### config.mk
export PLATFORM = sky130hd
export DESIGN_NAME = index_select
export DESIGN_NICKNAME = d
export VERILOG_FILES = /design/src/rtl/index_select.sv
export SDC_FILE = /design/constraint.sdc
export NUM_CORES = 1
export LEC_CHECK = 0
export CAP_MARGIN = 20
export CORE_MARGIN = 3
export CORE_UTILIZATION = 24
export CTS_CLUSTER_DIAMETER = 80
export DETAILED_ROUTE_END_ITERATION = 8
export GPL_TIMING_DRIVEN = 0
export REMOVE_ABC_BUFFERS = 1
export SLEW_MARGIN = 20
export SYNTH_ARGS = -nofsm -noshare
export SYNTH_HDL_FRONTEND = slang
export SYNTH_SLANG_ARGS = --single-unit
### constraint.sdc
create_clock -name clk -period 5.5 [get_ports clk]
set_input_delay 0.55 -clock clk [delete_from_list [all_inputs] [get_ports clk]]
set_output_delay 0.55 -clock clk [all_outputs]
set_load 0.01 [all_outputs]
### src/rtl/index_select.sv
// Purpose: scan a reliability stream MSB-first and mark the first K reliable positions in an N-bit mask.
// Latency: one word per 1+W cycles; index_valid pulses one cycle after the final scan cycle.
// Backpressure: rel_ready_o is high only while waiting for a word; it stays low for the W scan cycles.
module index_select #(
    parameter int N = 450,
    parameter int W = 30,
    parameter int K = 256
) (
    input  logic         clk,
    input  logic         resetn,
    input  logic         start_i,
    input  logic         rel_valid_i,
    output logic         rel_ready_o,
    input  logic [W-1:0] rel_data_i,
    output logic [N-1:0] index_o,
    output logic         index_valid_o,
    output logic [8:0]   sel_cnt_o,
    output logic         busy_o,
    output logic         fail_o
);

    localparam int NWORDS = N / W;

    // Sized compare constants keep the counter comparisons width-exact.
    localparam logic [8:0] K_C       = 9'(K);
    localparam logic [4:0] LAST_BIT  = 5'(W - 1);
    localparam logic [3:0] LAST_WORD = 4'(NWORDS - 1);

    typedef enum logic [2:0] {
        S_IDLE      = 3'd0,
        S_WAIT_WORD = 3'd1,
        S_SCAN      = 3'd2,
        S_DONE      = 3'd3,
        S_FAIL      = 3'd4
    } state_t;

    state_t         state_q,       state_d;
    logic [N-1:0]   index_q,       index_d;
    logic [W-1:0]   word_q,        word_d;
    logic [8:0]     sel_cnt_q,     sel_cnt_d;
    logic [3:0]     word_cnt_q,    word_cnt_d;
    logic [4:0]     bit_cnt_q,     bit_cnt_d;
    logic           fail_q,        fail_d;
    logic           index_vld_q,   index_vld_d;
    logic           sel;

    // State and datapath registers; reset discards any partial mask.
    always_ff @(posedge clk or negedge resetn) begin
        if (!resetn) begin
            state_q     <= S_IDLE;
            index_q     <= '0;
            word_q      <= '0;
            sel_cnt_q   <= '0;
            word_cnt_q  <= '0;
            bit_cnt_q   <= '0;
            fail_q      <= 1'b0;
            index_vld_q <= 1'b0;
        end else begin
            state_q     <= state_d;
            index_q     <= index_d;
            word_q      <= word_d;
            sel_cnt_q   <= sel_cnt_d;
            word_cnt_q  <= word_cnt_d;
            bit_cnt_q   <= bit_cnt_d;
            fail_q      <= fail_d;
            index_vld_q <= index_vld_d;
        end
    end

    // Next-state logic: accept a word, shift its bits into the mask one per cycle, then settle.
    always_comb begin
        state_d     = state_q;
        index_d     = index_q;
        word_d      = word_q;
        sel_cnt_d   = sel_cnt_q;
        word_cnt_d  = word_cnt_q;
        bit_cnt_d   = bit_cnt_q;
        fail_d      = fail_q;
        index_vld_d = 1'b0;
        rel_ready_o = 1'b0;
        sel         = 1'b0;

        case (state_q)
            S_IDLE, S_DONE, S_FAIL: begin
                if (start_i) begin
                    index_d    = '0;
                    sel_cnt_d  = '0;
                    fail_d     = 1'b0;
                    word_cnt_d = '0;
                    bit_cnt_d  = '0;
                    state_d    = S_WAIT_WORD;
                end
            end

            S_WAIT_WORD: begin
                rel_ready_o = 1'b1;
                if (rel_valid_i) begin
                    word_d    = rel_data_i;
                    bit_cnt_d = '0;
                    state_d   = S_SCAN;
                end
            end

            S_SCAN: begin
                // Once K positions are taken, further reliable bits still shift in as 0
                // so the first scanned position ends up at index[N-1].
                sel       = word_q[W-1] && (sel_cnt_q < K_C);
                index_d   = {index_q[N-2:0], sel};
                sel_cnt_d = sel_cnt_q + {8'd0, sel};
                word_d    = {word_q[W-2:0], 1'b0};
                bit_cnt_d = bit_cnt_q + 5'd1;
                if (bit_cnt_q == LAST_BIT) begin
                    bit_cnt_d = '0;
                    if (word_cnt_q == LAST_WORD) begin
                        if (sel_cnt_d == K_C) begin
                            state_d     = S_DONE;
                            index_vld_d = 1'b1;
                        end else begin
                            state_d = S_FAIL;
                            fail_d  = 1'b1;
                        end
                    end else begin
                        word_cnt_d = word_cnt_q + 4'd1;
                        state_d    = S_WAIT_WORD;
                    end
                end
            end

            default: begin
                state_d = S_IDLE;
            end
        endcase
    end

    assign index_o       = index_q;
    assign index_valid_o = index_vld_q;
    assign sel_cnt_o     = sel_cnt_q;
    assign fail_o        = fail_q;
    assign busy_o        = (state_q == S_WAIT_WORD) || (state_q == S_SCAN);

endmodule

==> out/results.tsv <==
metric	value	unit
status	complete, no violations	
grt_max_degree	95	
place_hpwl	38400	um
postRouteAntennaNets	0	
grt_pass1_wl	85100	um
post_cts_buffers	0	
die_x	283	um
cts_tree	built	
cp_top_family	buffers and inverters	
reg2reg_slack	1.06	ns
critPathCaptureType	flop	
via_count	13400	
fp.dieH	283	um
path_buf_inv	15	
hold_class	flop to flop	
critPathRequiredTime	6.03	ns
cts.path.max_buffers	3	
io_pins	497	
row_count	101	
startpoint	state_q[1]	
numCtsBuffers	57	
synth.avg_cell_area	14.3	sq um
initial_core_util	24.3	%
clk_latency	0.60	ns
die_area	80300	sq um
yosysWarnings	0	
drt_iter0_drc	870	
path_clk_slew	0.06	ns
p_seq_share	39.3	%
skew	0.00957	ns
grt_pass1_vias	13600	
dr.pass1.iters	5	
cp_common_cell	buf_4	
most-common-layout-cells	dfrtp_1 (503), clkdlybuf4s50_1 (495), a22o_1 (453), clkbuf_16 (57), o21ai_0 (51)	
timing.rr.start	state_q[1]	
drive_above_1_share	10.0	%
critPathMaxFanout	13	
post-route-min-period	4.44	ns
combPwrFrac	23.5	%
switching_power	3.21	mW
wire_per_inst	18.6	um
clockRootBuffer	clkbuf_16	
clockPowerShare	37.2	%
finalSetupViolations	0	
drc	0	
cp-start-kind	flop	
fin_util	35.5	%
cellLeakagePower	12.0	nW
tns	0	ns
rsz0062_at_grt	no	
worstSetupPathType	flop to flop	
clkSinkCount	503	
antenna_found_initial	0	
clock.fmax	0.225	GHz
p_per_area	374	nW/um^2
synth_seq_cells	503	
maxSlewViolCount	0	
synth_ff_type	dfrtp_1	
final_nets	1850	
hold_start	word_q[2]	
max_stage_delay	0.74	ns
netlist_area	18500	sq um
finalHoldViolations	0	
routabilityCongestion	0.800	
final.period_utilization	80.7	%
max-slew-margin-rel	45.2	%
syn_inst	1291	
p_int	6.90	mW
sw_frac_of_total	31.8	%
ys_seq_area_share	68.2	%
htreeDepth	2	
crit_slowest_cell	nor3b_2	
ys_types	46	
synth-edff-count	0	
path_cells	nor3b_2 -> buf_6 -> buf_4 -> buf_4 -> buf_6 -> buf_4 -> buf_4 -> buf_6 -> buf_4 -> buf_4 -> buf_6 -> buf_6 -> buf_4 -> buf_4 -> buf_4 -> buf_4 -> a22o_1	
async_reset_ff_share	100	%
worst_pin_slew	0.819	ns
via_per_inst	4.66	
track_usage	13.0	%
wirelength	53600	um
globalRouteOverflowTotal	0	
cap_violations	0	
port_buffers	496	
synthToLayoutAreaGrowth	46.3	%
layout_commonest_cell	dfrtp_1	
ir_worst_vdd	0.224	mV
core	76100	sq um
critPathArrivalTime	4.97	ns
==> kinds of logic after synthesis <==
group	share of synthesized area, %
AO/OA/AOI/OAI	24.0
flip-flops	68.2
buffers and inverters	2.97
AND/OR/NAND/NOR	2.57
multiplexers	1.74
adder cells (fa/ha/maj)	0.407
XOR/XNOR	0.0949
==> cell type report <==
cell class              count  area [sq um]
fillers                  7362         49100
flip-flops and latches    503         12600
repair buffers            577          5900
multi-input cells         665          5340
clock buffers              84          1680
well taps                1030          1290
clock inverters            19           198
inverters                   6          22.5
diodes                      1          2.50
==> power by group through the flow <==
stage	Clock, mW	Combinational (mW)	Sequential, mW
finish	3.76	2.37	3.97
global route	4.05	2.61	3.99
CTS	3.90	2.38	3.97
detailed placement	0	2.37	4.04
global placement	0	0.866	4.04
floorplan	0	0.663	4.01
==> worst register-to-register path, stage by stage (launching register included) <==
cell and delay (ns):
dfrtp_1 0.49, nor3b_2 0.74, buf_6 0.26, buf_4 0.22, buf_4 0.23, buf_6 0.17, buf_4 0.17, buf_4 0.18
buf_6 0.16, buf_4 0.18, buf_4 0.21, buf_6 0.18, buf_6 0.17, buf_4 0.20, buf_4 0.22, buf_4 0.21
buf_4 0.22, a22o_1 0.17
==> sequential cells by signal, indices dropped and copies added, names as in the netlist <==
| signal | count |
|---|---|
| index_o | 450 |
| word_q | 30 |
| sel_cnt_o | 9 |
| bit_cnt_q | 5 |
| word_cnt_q | 4 |
| state_q | 3 |
| fail_o | 1 |
| index_valid_o | 1 |
==> repair_timing <==
action	4_1_cts	5_1_grt
resized for setup	0	0
hold buffers	1	0
endpoints found under the hold margin	85	0
==> metrics by stage <==
| stage | area (sq um) | instances | hold slack, ns | setup slack (ns) | power, mW |
|---|---|---|---|---|---|
| finish | 27000 | 2885 | 0.481 | 1.06 | 10.1 |
| CTS | 27000 | 2884 | 0.480 | 1.11 | 10.3 |
| detailed placement | 25100 | 2780 | 0.468 | 1.14 | 6.40 |
| global route | 27000 | 2884 | 0.510 | 0.731 | 10.7 |
| floorplan | 17900 | 1174 | 0.254 | -28.04 | 4.67 |
| global placement | 24200 | 2700 | 0.463 | -44.58 | 4.90 |
==> Yosys cell counts, types with 2 or more instances <==
master / count / area share (%)
dfrtp_1: 503 / 68
a22o_1: 453 / 21
buf_2: 57 / 1.5
clkbuf_1: 55 / 1.1
o21ai_0: 51 / 1.4
nand2_1: 42 / 0.85
mux2i_1: 32 / 1.7
a21oi_1: 9 / 0.24
ha_1: 6 / 0.41
inv_1: 6 / 0.12
nand3_1: 6 / 0.16
nor2_1: 6 / 0.12
nor2b_1: 6 / 0.20
a31oi_1: 5 / 0.17
or3_1: 5 / 0.17
buf_4: 4 / 0.16
nand2b_1: 4 / 0.14
and3_1: 3 / 0.10
nand4_1: 3 / 0.10
nor3_1: 3 / 0.081
a21o_1: 2 / 0.081
and3_2: 2 / 0.081
o22ai_1: 2 / 0.068
o31ai_1: 2 / 0.081
or2_2: 2 / 0.068
xor2_1: 2 / 0.095
==> path summary, 6_finish.rpt <==
check,to,cells past startpoint
worst max-delay path,index_o[142],17
worst min-delay path,word_q[3],2
worst max register to register,index_o[142],17
worst min register to register,word_q[3],2
max in group asynchronous,index_o[205],5
min in group asynchronous,index_o[413],2
==> metal layers <==
| layer | global-route usage (%) | wire (um) | up-vias |
|---|---|---|---|
| li1 | - | - | 6014 |
| met1 | 16.7 | 23100 | 6968 |
| met2 | 21.0 | 25400 | 368 |
| met3 | 4.04 | 3660 | 87 |
| met4 | 3.77 | 1390 | 0 |
| met5 | 0 | 0 | - |
Note: power is estimated with default switching activity, not from simulation.
